$ cat src/rtl/imem_loader.sv
`default_nettype none
// +------------------------------------------------------------------------+
// | imem_loader: boot-time byte-stream loader for the instruction memory    |
// | Rev 1.0                                                                |
// +------------------------------------------------------------------------+
module imem_loader #(
  parameter int AW = 8
) (
  input  logic          clk,
  input  logic          rst_n,
  input  logic [7:0]    rx_data,
  input  logic          rx_valid,
  output logic          rx_ready,
  input  logic          reload,
  output logic          WE,
  output logic [AW-1:0] WA,
  output logic [31:0]   WD,
  output logic          cpu_rst_n,
  output logic          done,
  output logic          err
);

  typedef enum logic [2:0] {
    S_HDR  = 3'd0,
    S_DATA = 3'd1,
    S_CSUM = 3'd2,
    S_DONE = 3'd3,
    S_ERR  = 3'd4
  } state_t;

  state_t        state;
  state_t        state_nx;
  logic [7:0]    chk;
  logic [1:0]    byte_cnt;
  logic [AW-1:0] word_idx;
  logic [AW-1:0] last_idx;
  logic [AW-1:0] hdr_last;
  logic [23:0]   asm_q;
  logic          we_q;
  logic [AW-1:0] wa_q;
  logic [31:0]   wd_q;
  logic          accept;
  logic          word_end;
  logic          frame_end;

  // Header value H encodes N-1; clamp it to the last word the memory can hold.
  if (AW >= 8) begin : g_cap_wide
    assign hdr_last = AW'(rx_data);
  end else begin : g_cap_narrow
    localparam logic [7:0] MAX_IDX = 8'((1 << AW) - 1);
    assign hdr_last = (rx_data > MAX_IDX) ? {AW{1'b1}} : rx_data[AW-1:0];
  end

  assign rx_ready  = (state == S_HDR) || (state == S_DATA) || (state == S_CSUM);
  assign done      = (state == S_DONE);
  assign err       = (state == S_ERR);
  assign cpu_rst_n = (state == S_DONE);
  assign WE        = we_q;
  assign WA        = wa_q;
  assign WD        = wd_q;

  assign accept    = rx_valid && rx_ready;
  assign word_end  = (byte_cnt == 2'd3);
  assign frame_end = word_end && (word_idx == last_idx);

  always_ff @(posedge clk or negedge rst_n) begin
    if (!rst_n) state <= S_HDR;
    else        state <= state_nx;
  end

  always_comb begin
    state_nx = state;
    case (state)
      S_HDR:  if (accept) state_nx = S_DATA;
      S_DATA: if (accept && frame_end) state_nx = S_CSUM;
      S_CSUM: if (accept) state_nx = (rx_data == chk) ? S_DONE : S_ERR;
      S_DONE: if (reload) state_nx = S_HDR;
      S_ERR:  if (reload) state_nx = S_HDR;
      default: state_nx = S_HDR;
    endcase
  end

  always_ff @(posedge clk or negedge rst_n) begin
    if (!rst_n) begin
      chk      <= 8'd0;
      byte_cnt <= 2'd0;
      word_idx <= '0;
      last_idx <= '0;
      asm_q    <= 24'd0;
      we_q     <= 1'b0;
      wa_q     <= '0;
      wd_q     <= 32'd0;
    end else begin
      we_q <= 1'b0;
      case (state)
        S_HDR: begin
          if (accept) begin
            last_idx <= hdr_last;
            chk      <= rx_data;
            byte_cnt <= 2'd0;
            word_idx <= '0;
          end
        end
        S_DATA: begin
          if (accept) begin
            asm_q    <= {asm_q[15:0], rx_data};
            chk      <= chk ^ rx_data;
            byte_cnt <= byte_cnt + 2'd1;
            if (word_end) begin
              we_q <= 1'b1;
              wa_q <= word_idx;
              wd_q <= {asm_q, rx_data};
              // Holding the index on the final word keeps it from wrapping.
              if (!frame_end) word_idx <= word_idx + 1'b1;
            end
          end
        end
        S_DONE, S_ERR: begin
          if (reload) begin
            chk      <= 8'd0;
            byte_cnt <= 2'd0;
            word_idx <= '0;
          end
        end
        default: ;
      endcase
    end
  end

endmodule
`default_nettype wire

$ cat config.mk
export PLATFORM = sky130hd
export DESIGN_NAME = imem_loader
export DESIGN_NICKNAME = d
export VERILOG_FILES = /design/src/rtl/imem_loader.sv
export SDC_FILE = /design/constraint.sdc
export NUM_CORES = 1
export LEC_CHECK = 0
export ABC_AREA = 1
export CAP_MARGIN = 20
export CORE_MARGIN = 10
export CORE_UTILIZATION = 35
export DETAILED_ROUTE_END_ITERATION = 8
export PLACE_DENSITY = 0.63
export RECOVER_POWER = 100
export SLEW_MARGIN = 5
export SYNTH_ARGS = -nofsm -noshare
export SYNTH_HDL_FRONTEND = slang
export SYNTH_SLANG_ARGS = --single-unit
$ cat constraint.sdc
create_clock -name clk -period 1.4 [get_ports clk]
set_input_delay 0.28 -clock clk [delete_from_list [all_inputs] [get_ports clk]]
set_output_delay 0.28 -clock clk [all_outputs]
set_load 0.02 [all_outputs]
* Yosys cells after proc, flatten, opt, wreduce, memory -nomap -nowiden
Cells that the tools add are included.
** Word-level totals
- Register bits :: 94
- Input bits :: 12
- Output and inout bits :: 45
- Logic and storage cells :: 62
** Cells by class
- Add/sub/neg operators :: 2
- Eq/ne operators :: 14
- Mux-type cells :: 22
- Bitwise operators :: 1
- Reductions and logical operators :: 14
** Operator list (number)
- 8-bit 2-to-1 mux :: 7
- 8-bit case mux with 3 select lines :: 2
- 8-bit equality test :: 2
- 3-bit 2-to-1 mux :: 5
- 3-bit case mux with 4 select lines :: 1
- 2-bit != test, second input constant :: 5
- 8-bit by 1-bit adder with 8-bit output, second input constant :: 1
- 4-bit AND reduction :: 2
- 8-bit XOR :: 1
- 3-bit by 2-bit equality test with 1-bit output, second input constant :: 2
- 2-bit 2-to-1 mux :: 3
- 2-bit case mux with 3 select lines :: 1
- 6-bit AND reduction :: 1
- 2-bit by 1-bit != test with 1-bit output, second input constant :: 2
- 2-bit AND reduction :: 2
- 3-bit by 1-bit equality test with 1-bit output, second input constant :: 1
- 3-bit equality test, second input constant :: 1
- 1-bit logical AND :: 3
- 3-bit zero test :: 1
- 1-bit 2-to-1 mux :: 3
- 3-bit AND reduction :: 1
- 3-bit nonzero test :: 1
- 2-bit by 1-bit adder with 2-bit output, second input constant :: 1
- 2-bit equality test, second input constant :: 1
- 2 further kinds :: 3

* Longest topological paths before layout
Gate-level depths: netlist of the first run.
- Depth in word-level cells :: 7
- Gate-level depth with buffers :: 11
- Mapped depth without buffers :: 10

* Least setup slack after synthesis of the first run
No wires, ideal clock.
- Kind :: register to register
- Start :: register byte_cnt[0]
- End :: register wd_q[4] (netlist: WD[4])
- Library setup time :: 0.119 ns
- Data arrival time :: 1.234 ns
- Data required time :: 1.281 ns
- Slack :: 0.047 ns
- Stages on the path, launching flop included :: 9
- Path buffers :: 2
- Clock period less this slack :: 1.353 ns
- Cell sequence :: dfrtp_1 ha_1 nand2_1 nor2_1 nand2_1 buf_6 buf_6 nand2_1 o21ai_2
** On the way
- Word-level cells in the longest chain between the ends :: 2
** RTL lines
- start, declared :: line 34 : logic [1:0] byte_cnt;
- start signal, assigned :: line 108 : byte_cnt <= byte_cnt + 2'd1;
- 2-bit equality test :: line 63 : assign word_end = (byte_cnt == 2'd3);
- 3-bit AND reduction (no source line)
- end signal, assigned :: line 112 : wd_q <= {asm_q, rx_data};
- end, declared :: line 41 : logic [31:0] wd_q;
No other way between the ends.
A chain may end at the register's enable or synchronous reset.

* Worst setup path after layout of the first run
- Start :: register state[1]
- End :: register chk[0]
** On the way
- Word-level cells in the longest chain between the ends :: 6
- Elaborated cells on any way between the ends :: 15
- Classes of those cells :: eq/ne: 7; mux: 1; reduce/logical: 7
** RTL lines
- start, declared :: line 31 : state_t state;
- start signal, assigned :: line 68 : else state <= state_nx;
- 3-bit by 1-bit equality test with 1-bit output / 3-bit zero test (equally long branches) :: line 54, 95
- 1-bit logical OR (2 in series) :: line 54 : assign rx_ready = (state == S_HDR) || (state == S_DATA) || (state == S_CSUM);
- 1-bit logical AND :: line 62 : assign accept = rx_valid && rx_ready;
- 2-bit != test (no source line)
- 4-bit AND reduction (no source line)
- end signal, assigned :: line 99 : chk <= rx_data;
- end signal, assigned :: line 107 : chk <= chk ^ rx_data;
- end, declared :: line 33 : logic [7:0] chk;
Several ways; a longest one is shown, not always the timed one.

==> metrics list, run 1 <==
- STA puts the critical path data required time at 1.64 ns.
- Across all setup checks in the final design, the least slack found is -0.168 ns.
* HPWL after detailed placement: 7.66 mm
- The die covers 17200 um2.
- Reg2Reg Capture Point: chk[0]
- The final layout contains 640 nets.
- Registers take 2350 um2.
* Violations in the final reports: negative setup slack
- The Yosys step of the flow raised 0 warnings.
* Cell-internal power: 8.04 mW
* RSZ-0062 raised after global routing: yes
- After detailed routing, the met3 layer carries 465 um of wire.
- Summing over every cut layer, the via total after detailed routing is 3735.
* First-pass iteration count of the detailed router: 4
- Top layer used by detailed routing: met4
- Longest Clk Path Bufs: 2
* Netlist cell types: 32
* Post-synthesis sequential area ratio: 54.3%
- The flow ran to the end, but the final reports show violations.
- In the final layout, the share of cells above drive strength 1 is 39.8%.
* Core area: 12100 um2
* Worst IR Drop VDD: 864 uV
- Final number of hold-violating endpoints: 0
- For this block, wires on met1 add up to 5.75 mm.
* Number of levels the H-tree was split into: 3
- STA puts the critical path data arrival time at 1.81 ns.
- After routing the design area is 6720 um2.
* Leftover overflow at the end of global routing: 0
- Multi-input logic area: 2180 um2
* IO Port Bufs: 56
* Post-Route WL: 12.3 mm
* Post-Syn Nets: 504
- Number of pins with negative max-slew slack in the final report: 0
- Sw Share: 41.2%
* GPL Wtd Cong: 0.805
- From bottom edge to top edge, the die measures 131 um.
* Fillers: 998
- During I/O placement, the number of pins put on the boundary was 57.
- At the pin with the least slew margin, the transition time is 0.522 ns.
* Insertion delay to the later sink of the worst-skew pair: 0.35 ns
- Dividing the detail-routed wire length by the instance count gives 15.4 um.
- Number of design-rule violations left by the first detailed-router iteration: 208
* Clock tree from TritonCTS: yes
- Before CTS, the worst setup slack after placement is -0.330 ns.
* Instance count of the mapped netlist: 490
- R2r worst-path depth: 9
* FF-to-FF Start: state[1]
- 0 antenna diodes ended up in the layout.
- Post-synthesis cell area: 4330 um2
- The largest individual stage delay along the critical path comes from the cell sky130_fd_sc_hd__dfrtp_1.
* Starting utilization of the core area: 35.9%
* Antenna violation net count after detailed routing: 0
- DR DRC count: 0
- Setup violations remaining at the end of the flow were counted as 97.
* Max Clk Rate: 638 MHz
- Among all flip-flop cells after synthesis, the most frequent one is sky130_fd_sc_hd__dfrtp_1.
- STA classifies the critical path startpoint as a flop.
- Aggregate global-route resource usage: 13.5%
* Delay of the slowest critical-path stage: 0.42 ns
* Flop and latch count out of synthesis: 94
- Summing all placed instances gives a cell area of 5500 um2.
- Measured on the finished design, the core utilization comes to 55.7%.
- The critical path goes through inv_2 -> buf_4 -> nand2_1 -> a21boi_2 -> nor2_8 -> buf_4 -> buf_6 -> nand2_1 -> o21ai_1.
- The share of total power dissipated in sequential elements is 32.3%.
- Clock-pin slew of the registers on the worst-case setup and hold paths: 0.07 ns
- Wire segments on met2 add up to 5.95 mm in the final route.
* Avg Inst Size Synth: 8.85 um2
- The analysis attributes to net switching a power of 5.64 mW.
- Placed cells: 756
- Worst Path Class, Setup: reg2reg
- Between clock sinks in the finished design, the worst skew comes to 0.0113 ns.
- After layout, the minimum clock period comes to 1.57 ns.
- After synthesis, the share of flip-flops with an asynchronous set or reset is 100%.
- Relative to the synthesized area, the layout overhead comes to 55.1%.
* Floorplan row count: 40
* Die width: 131 um
* Max-cap violations: 0
- The finished layout holds 798 standard cells, fillers aside.
* Clk network pwr share: 17.1%
* PwrDens: 2030 nW/um2
* Largest net degree at the start of global routing: 29
* First-pass GRT wire length: 19.2 mm
* Period Utilization, post-route: 112%
- Reg2reg setup slack: -0.17 ns
* Class of the tightest hold or removal check: in2async
* Lkg Pwr: 3.26 nW
- Vias in the first global route: 3695
- Headroom to the max-slew limit: 65.2%
- In this run the worst path has a maximum fanout of 7.
- The clock drives 94 sinks.
- Combinational logic is responsible for 50.7% of the overall power.
- Clock Tree Root: sky130_fd_sc_hd__clkbuf_16
* TritonCTS Buffers: 9
- Ratio of routed vias to standard cells: 4.68
- In this run, synthesis inferred 0 flip-flops with an integrated enable.
- CP Capture Type: flop
* Number of antenna violations at the first check in global routing: 0
## critical path: cells and delay by family, from the launching register on
family                 cells  cell delay, ns
AOI/OAI and AO/OA          2            0.33
and+or+nand+nor            3            0.23
buffers and inverters      4            0.48
DFF                        1            0.42
## cells in the mapped netlist (2+ instances only)
cell type	number	area [um2]
sky130_fd_sc_hd__o22ai_1	8	50.1
sky130_fd_sc_hd__nand2_1	170	638
sky130_fd_sc_hd__o21ai_1	29	145
sky130_fd_sc_hd__inv_2	7	26.3
sky130_fd_sc_hd__dfrtp_1	94	2350
sky130_fd_sc_hd__o21ai_0	18	90.1
sky130_fd_sc_hd__o21ai_2	23	201
sky130_fd_sc_hd__nand3_1	23	115
sky130_fd_sc_hd__nor3_1	2	10.0
sky130_fd_sc_hd__buf_4	3	22.5
sky130_fd_sc_hd__nand2_2	3	18.8
sky130_fd_sc_hd__buf_2	6	30.0
sky130_fd_sc_hd__xnor2_1	8	70.1
sky130_fd_sc_hd__inv_1	47	176
sky130_fd_sc_hd__ha_1	2	25.0
sky130_fd_sc_hd__nand2_4	2	22.5
sky130_fd_sc_hd__buf_6	10	113
sky130_fd_sc_hd__nor2_1	18	67.6
sky130_fd_sc_hd__xor2_1	4	35.0
## worst max path at each step
stage	cells past startpoint	to	slack, ns	from
2_1_floorplan	8	WD[4]	0.05	byte_cnt[0]
3_3_place_gp	8	word_idx[6]	-0.28	rx_valid
3_5_place_dp	8	chk[3]	-0.33	rx_valid
4_1_cts	9	chk[6]	-0.12	state[1]
5_1_grt	9	chk[7]	-0.26	state[1]
6_report	9	chk[0]	-0.17	state[1]
## state kept, by name, summed over array words and instances (netlist names)
name,flops
chk,8
WA,8
WD,32
last_idx,8
WE,1
asm_q,24
state,3
word_idx,8
byte_cnt,2
## routing by layer
metal  vias to the layer above  GRT usage [%]
li1                       1833              -
met5                         -              0
met1                      1817           18.3
met4                         0           4.33
met2                        72           20.6
met3                        13           3.13
## power groups by stage
stage	clock [mW]	sequential, mW	combinational (mW)
floorplan	0	4.59	2.79
global placement	0	4.26	5.30
detailed placement	0	4.29	5.43
CTS	2.36	4.24	5.95
global route	2.46	4.52	7.57
finish	2.33	4.41	6.93
## what timing repair did
action                                  4_1_cts  5_1_grt
endpoints found under the hold margin        17        0
endpoints found under the setup margin      137       98
gates cloned                                  5        7
gates resized for setup                     108      181
hold buffers                                  1        0
buffers inserted                              8        6
pin swaps                                     6       16
## stage by stage
stage | TNS (ns) | power (mW) | hold slack, ns
floorplan | 0 | 7.38 | -0.0156
global placement | -17.59 | 9.56 | 0.193
detailed placement | -19.80 | 9.71 | 0.199
CTS | -5.18 | 12.6 | 0.378
global route | -15.96 | 14.6 | 0.491
finish | -9.27 | 13.7 | 0.436
## cells by family (layout without fill, tap and decap cells)
| family | count (synthesis) | in the layout | synth area share (%) |
|---|---|---|---|
| DFF | 94 | 94 | 54.3 |
| buffers and inverters | 74 | 213 | 8.60 |
| xor gates and xnor gates | 12 | 12 | 2.42 |
| adders and majority gates | 2 | 2 | 0.577 |
| and+or+nand+nor | 225 | 226 | 21.9 |
| AOI/OAI and AO/OA | 83 | 83 | 12.2 |
## area by class of cell
class / count / area share (%)
repair buffers: 144 / 22.0
clock inverters: 6 / 0.689
multi-input cells: 323 / 32.5
well taps: 168 / 3.13
clock buffers: 9 / 3.35
inverters: 54 / 3.39
flip-flops and latches: 94 / 35.0
## placed cells by master (no fill, tap or decap), types with 5 or more instances in the layout
| cell | n |
|---|---|
| sky130_fd_sc_hd__o21ai_1 | 25 |
| sky130_fd_sc_hd__buf_12 | 8 |
| sky130_fd_sc_hd__clkdlybuf4s15_1 | 20 |
| sky130_fd_sc_hd__inv_2 | 5 |
| sky130_fd_sc_hd__nor2_4 | 5 |
| sky130_fd_sc_hd__nand2_2 | 26 |
| sky130_fd_sc_hd__clkbuf_1 | 5 |
| sky130_fd_sc_hd__xnor2_1 | 8 |
| sky130_fd_sc_hd__clkbuf_16 | 14 |
| sky130_fd_sc_hd__o21ai_2 | 39 |
| sky130_fd_sc_hd__nand2_1 | 108 |
| sky130_fd_sc_hd__buf_6 | 18 |
| sky130_fd_sc_hd__dfrtp_1 | 94 |
| sky130_fd_sc_hd__buf_4 | 53 |
| sky130_fd_sc_hd__nor2_1 | 14 |
| sky130_fd_sc_hd__o21ai_0 | 6 |
| sky130_fd_sc_hd__nand3_2 | 10 |
| sky130_fd_sc_hd__o22ai_1 | 6 |
| sky130_fd_sc_hd__dlygate4sd2_1 | 13 |
| sky130_fd_sc_hd__clkdlybuf4s50_1 | 10 |
| sky130_fd_sc_hd__nand3_1 | 11 |
| sky130_fd_sc_hd__inv_1 | 46 |
| sky130_fd_sc_hd__nand2_4 | 40 |
| sky130_fd_sc_hd__clkbuf_2 | 6 |
No activity file was read; power rests on OpenSTA's default activity.
==> inputs of run 2 (changes only) <==
CORE_MARGIN = unset   (was 10)
==> run 2 against run 1 <==
The flow still finishes with violations (negative setup slack). Flip-flop and latch count unchanged. Worst hold slack got worse by 0.079 ns. Final area decreased by 2.0%. Via count rose by 2.1%. Core utilization shrank 1.1 points. Non-clock buffer count decreased by 9. Routed wire length fell by 0.45%. Total power down 0.83%. Count of clock-buffer cells in the layout grew 2. Fmax is 4.0% lower. Cell count is 0.88% lower. Critical path type unchanged.
==> metrics list, run 2 (synthesis results as in run 1) <==
- Delay of the slowest critical-path stage: 0.38 ns
* Master of the slowest instance on the critical path: sky130_fd_sc_hd__dfrtp_1
- Class of the tightest hold or removal check: in2async
- Setup total negative slack: -14.72 ns
- Post-layout min period: 1.63 ns
- CP Capture Type: flop
* PwrDens: 2060 nW/um2
- Commonest cells after routing, fill and taps aside: 120 x sky130_fd_sc_hd__nand2_1, 92 x sky130_fd_sc_hd__dfrtp_1, 49 x sky130_fd_sc_hd__buf_4, 46 x sky130_fd_sc_hd__inv_1, 34 x sky130_fd_sc_hd__o21ai_2
* Clock tree from TritonCTS: yes
* Worst Path Arrival: 1.92 ns
- The run finished, with violations left.
- Vias in the first global route: 3672
- The tree is rooted in a sky130_fd_sc_hd__clkbuf_16.
- Ratio of routed vias to standard cells: 4.82
* Floorplan row count: 40
- The number of antenna violations at the first check in global routing is 0.
- The core region is 12100 um2.
- Multi-input logic area: 2080 um2
* First-pass iteration count of the detailed router: 6
* Commonest non-fill, non-tap cell in the layout: sky130_fd_sc_hd__nand2_1
- The register with the most flip-flops in the layout has 32 of them.
* Max-cap violations: 0
- HPWL after detailed placement: 7.07 mm
- Post-route cell area: 6590 um2
* Leftover overflow at the end of global routing: 0
* Post-route setup slack: -0.234 ns
* Headroom to the max-slew limit: 13.4%
- For the pin with the worst max-slew slack, the measured transition is 1.30 ns.
- Worst Path Class, Setup: reg2reg
* Worst IR Drop VDD: 900 uV
* Vert. Die Dim: 113 um
- The number of max-slew violations in the final report is 0.
* Max Clk Rate: 612 MHz
- Insertion delay to the later sink of the worst-skew pair: 0.35 ns
* Period Utilization, post-route: 117%
- Reg2reg setup slack: -0.23 ns
- After the first detailed-routing iteration, the DRC count stood at 212.
- Setup violations remaining at the end of the flow were counted as 87.
- Category of the worst setup path launch point: flop
- Aggregate global-route resource usage: 17.9%
* Nets: 632
* Fillers: 1032
- Req. time, crit path: 1.69 ns
- Across the routed clock network, the largest skew measured is 0.00724 ns.
- Lkg Pwr: 3.29 nW
* GPL Wtd Cong: 0.855
* Core Util, Final: 54.6%
- Layout area overhead: 52.0%
- In this run the critical register-to-register path is launched from state[0].
- R2r worst-path depth: 10
* Fraction of layout cells with a size suffix above 1: 36.9%
- Cell area after placement: 5440 um2
- DR DRC count: 0
- The clock drives 94 sinks.
- Sequential cell area: 2350 um2
- Total power after layout: 13.6 mW
- Critical path cell sequence: buf_6 -> inv_4 -> buf_6 -> nor2_4 -> nand2_4 -> buf_12 -> buf_12 -> o22ai_1 -> nand2_1 -> nand2_1
- Starting utilization of the core area: 35.9%
* Highest fanout seen on the critical path: 5
- The hold violation count in the final report is 0.
* I/O pins: 57
- IO Port Bufs: 56
* Via count: 3813
* Violations in the final reports: negative setup slack
- The final layout contains routed wiring with a total length of 12.3 mm.
* Count of inserted antenna diode cells: 0
- The detail route stage leaves a number of antenna-violating nets equal to 0.
* Total Die Area: 12800 um2
- Die width: 113 um
* Average wire per cell in the routed design: 15.5 um
- The clock tree synthesis step divided the H-tree into 3 levels.
- First-pass GRT wire length: 17.8 mm
* Clock-pin slew of the registers on the worst-case setup and hold paths: 0.07 ns
- Setup repair after global routing could not meet its margin everywhere.
- Entering global routing, the biggest net connects 95 pins.
- Counting the buffers created by CTS gives 9.
- Reg2Reg Capture Point: chk[6]
* Count of hold buffers inserted by post-cts repair: 0
- Longest Clk Path Bufs: 2
## run 2: what timing repair did
item | 4_1_cts | 5_1_grt
cloned | 5 | 8
resized for setup | 145 | 103
pin swaps | 16 | 27
endpoints found under the setup margin | 107 | 97
setup buffers | 6 | 4
## run 2: worst max-delay path by stage
stage                      startpoint         to  slack, ns
after floorplan           byte_cnt[0]      WD[4]       0.05
after global placement       rx_valid     WD[27]      -0.28
final                        state[0]     chk[6]      -0.23
after detailed placement     rx_valid  asm_q[12]      -0.32
after CTS                    state[0]     WD[22]      -0.16
after global routing         state[0]     WD[31]      -0.29
## run 2: routing by layer
metal / track usage (%) / vias to the layer above / routed length [um]
met2: 29.3 / 96 / 6060
met4: 9.21 / 0 / 551
met1: 23.3 / 1868 / 5330
li1: - / 1813 / -
met3: 2.20 / 36 / 328
met5: 0 / - / 0
## run 2: critical path: cells and delay by family (launching register included)
family                 cells  cell delay (ns)
AND/OR/NAND/NOR            4             0.45
AO/OA/AOI/OAI              1             0.19
flip-flops                 1             0.38
buffers and inverters      5             0.56
## run 2: layout make-up
class / count / share of cell area (%)
Multi-Input combinational cell: 323 / 31.6
Tap cell: 168 / 3.19
Timing Repair Buffer: 135 / 21.2
Clock inverter: 5 / 0.874
Sequential cell: 94 / 35.7
Clock buffer: 11 / 3.68
Timing Repair inverter: 1 / 0.0949
Inverter: 54 / 3.61
## run 2: metrics by stage
stage          cells  worst slack, ns  hold WS [ns]
4_1_cts          782           -0.159        0.0114
5_1_grt          791           -0.290         0.465
3_3_place_gp     755           -0.284         0.369
2_1_floorplan    490           0.0474       -0.0156
6_report         791           -0.234         0.357
3_5_place_dp     755           -0.324         0.377
## run 2: power by group
group          switching (mW)  leakage [nW]  internal (mW)
Clock                    1.07         0.150           1.44
Combinational            3.73          1.91           2.95
Sequential              0.680          1.24           3.69
==> inputs of run 3 (changes only) <==
CORE_UTILIZATION = 50   (was 35)
PLACE_DENSITY = 0.82   (was 0.63)
==> run 3 against run 2 <==
The run still ends with negative setup slack left. Sequential share of layout area up 0.38 points. Register-to-register slack worse by 0.12 ns. Die area down 30%. Cell count down 7.3%. Global-route usage up 11 points. Count of clock-buffer cells in the layout unchanged. Worst setup slack worse by 0.12 ns.
==> metrics list, run 3 (synthesis results as in run 1) <==
* Outcome: finished, violations left
- The final reports fail on negative setup slack.
* Category of the worst setup path launch point: flop
- Placed cells: 690
- Cells fill 78.6% of the core in the end.
- First-pass iteration count of the detailed router: 5
- Timing would allow up to 569 MHz.
* Vert. Die Dim: 95.1 um
- In this run the power density over the cells is 2160 nW/um2.
- Nets: 637
- For this run, design rule violations remaining after detail routing come to 0.
- Setup violations remaining at the end of the flow were counted as 104.
* Number of levels the H-tree was split into: 3
- The hold violation count in the final report was 0.
* Max-cap violations: 0
- Ratio of routed vias to standard cells: 5.87
- Sink Count: 94
- Leftover overflow at the end of global routing: 0
- Largest net degree at the start of global routing: 34
* Worst Path Class, Setup: reg2reg
* Die width: 95.1 um
- Data arrives at the worst endpoint at 2.06 ns.
* HPWL after detailed placement: 7.22 mm
- Longest Clk Path Bufs: 2
- The via count of the first global-routing pass is 4003.
- During I/O placement, the number of pins put on the boundary was 57.
* Layout area overhead: 50.5%
* Floorplan row count: 33
* Antenna violation net count after detailed routing: 0
- The number of max-slew violations in the final report is 0.
* Worst-case clock skew: 0.0212 ns
- The total area inside the core boundary comes to 8300 um2.
- After the first detailed-routing iteration, the DRC count stood at 394.
- Met2 wire length: 7.46 mm
* Clock tree from TritonCTS: yes
- Leaving out filler cells and counting taps, the final layout contains 733.
- The first global-routing pass estimated 19.7 mm of wire.
- Summing all non-filler instances in the final layout gives an area of 6520 um2.
* Clock-pin slew of the registers on the worst-case setup and hold paths: 0.11 ns
- Top layer used by detailed routing: met4
* Class of the tightest hold or removal check: in2async
- Wire length on met3: 1.38 mm
* Starting utilization of the core area: 52.2%
- The library cells used most frequently in the layout, excluding fill and tap cells, are 107 x sky130_fd_sc_hd__nand2_1, 91 x sky130_fd_sc_hd__dfrtp_1, 49 x sky130_fd_sc_hd__nand2_2, 48 x sky130_fd_sc_hd__buf_4, 46 x sky130_fd_sc_hd__inv_1.
- The number of antenna diodes in the final layout is 0.
- The worst-case IR drop observed on VDD is 1020 uV.
* IO Port Bufs: 56
* Transition time at the pin with the least slew margin: 0.515 ns
- In this run, CTS created clock tree buffers numbering 9.
- Post-Route WL: 15.2 mm
- CP Capture Type: flop
- For the worst setup path, the data required time is 1.71 ns.
- The library cell used most frequently in the layout, excluding fill and tap cells, is sky130_fd_sc_hd__nand2_1.
* Period Utilization, post-route: 125%
- Fillers: 451
* Number of antenna violations at the first check in global routing: 0
- The die covers 9040 um2.
- Summed over all cells, the static leakage comes to 3.25 nW.
- Via count: 4306
- Largest register FFs: 32
- In this run the tightest slew margin relative to its limit is 65.7%.
* GPL Wtd Cong: 0.864
* Cell area after placement: 5400 um2
* Post-route setup slack: -0.356 ns
- Of the cells placed in the final design, the portion with a size suffix greater than 1 is 40.6%.
- Clock Tree Root: sky130_fd_sc_hd__clkbuf_8
- For this run, the total global-route usage over all layers was measured as 29.1%.
- Insertion delay to the later sink of the worst-skew pair: 0.39 ns
* Highest fanout seen on the critical path: 8
* Average wire per cell in the routed design: 20.7 um
- Post-layout min period: 1.76 ns
* Wire length on met1: 5.62 mm
- Setup repair after global routing could not meet its margin everywhere.
## run 3: cell count changes in the layout (fill, tap and decap cells not counted), sizes merged, moves of 2 or more
cell	change
buf	+2
clkbuf	+4
clkdlybuf4s15	+14
clkinv	-2
dlygate4sd2	-15
## run 3: layout make-up
type                            count  area [um2]  share of cell area, %
Clock buffer                       11         141                   2.17
Clock inverter                      5        63.8                  0.978
Inverter                           54         238                   3.64
Multi-Input combinational cell    322        2090                   32.1
Sequential cell                    94        2360                   36.1
Tap cell                          105         131                   2.01
Timing Repair Buffer              141        1490                   22.8
Timing Repair inverter              1        8.76                  0.134
## run 3: worst paths after layout
kind | from | endpoint | slack, ns | cells past startpoint
min in group clk | WA[7] | WA[7] | 0.49 | 2
max reg2reg | word_idx[2] | word_idx[2] | -0.36 | 8
max | word_idx[2] | word_idx[2] | -0.36 | 8
min reg2reg | WA[7] | WA[7] | 0.49 | 2
min | rst_n | asm_q[10] | 0.38 | 2
max in group asynchronous | rst_n | state[0] | 0.18 | 3
## run 3: critical path, stage by stage, from the launching register on
cell	delay [ns]
sky130_fd_sc_hd__dfrtp_2	0.49
sky130_fd_sc_hd__xnor2_2	0.25
sky130_fd_sc_hd__nand2_1	0.18
sky130_fd_sc_hd__nor2_1	0.16
sky130_fd_sc_hd__nand2_1	0.13
sky130_fd_sc_hd__buf_4	0.17
sky130_fd_sc_hd__nand3_4	0.13
sky130_fd_sc_hd__nand3_2	0.10
sky130_fd_sc_hd__nand2_2	0.08
## run 3: routing by layer
layer	track usage, %	up-vias
li1	-	1817
met1	35.2	2095
met2	48.6	312
met3	5.58	82
met4	16.0	0
met5	0	-
## run 3: stage by stage
step,worst slack [ns],setup TNS (ns),hold WS (ns),power [mW]
2_1_floorplan,0.0474,0,-0.0156,7.38
3_3_place_gp,-0.289,-20.57,0.179,9.32
3_5_place_dp,-0.335,-22.46,0.178,9.58
4_1_cts,-0.170,-10.79,0.319,12.4
5_1_grt,-0.376,-21.67,0.420,14.6
6_report,-0.356,-17.52,0.380,14.1
## run 3: power breakdown
part	internal, mW	total (mW)	switching, mW
registers	3.68	4.52	0.840
logic	3.23	7.60	4.38
clock network	0.893	1.97	1.08
total	7.80	14.1	6.30
## run 3: what timing repair did
item | CTS | global route
resized for setup | 130 | 140
buffers inserted | 11 | 6
endpoints found under the hold margin | 16 | 0
gates cloned | 5 | 6
hold buffers | 1 | 0
pin swaps | 14 | 20
endpoints found under the setup margin | 128 | 121
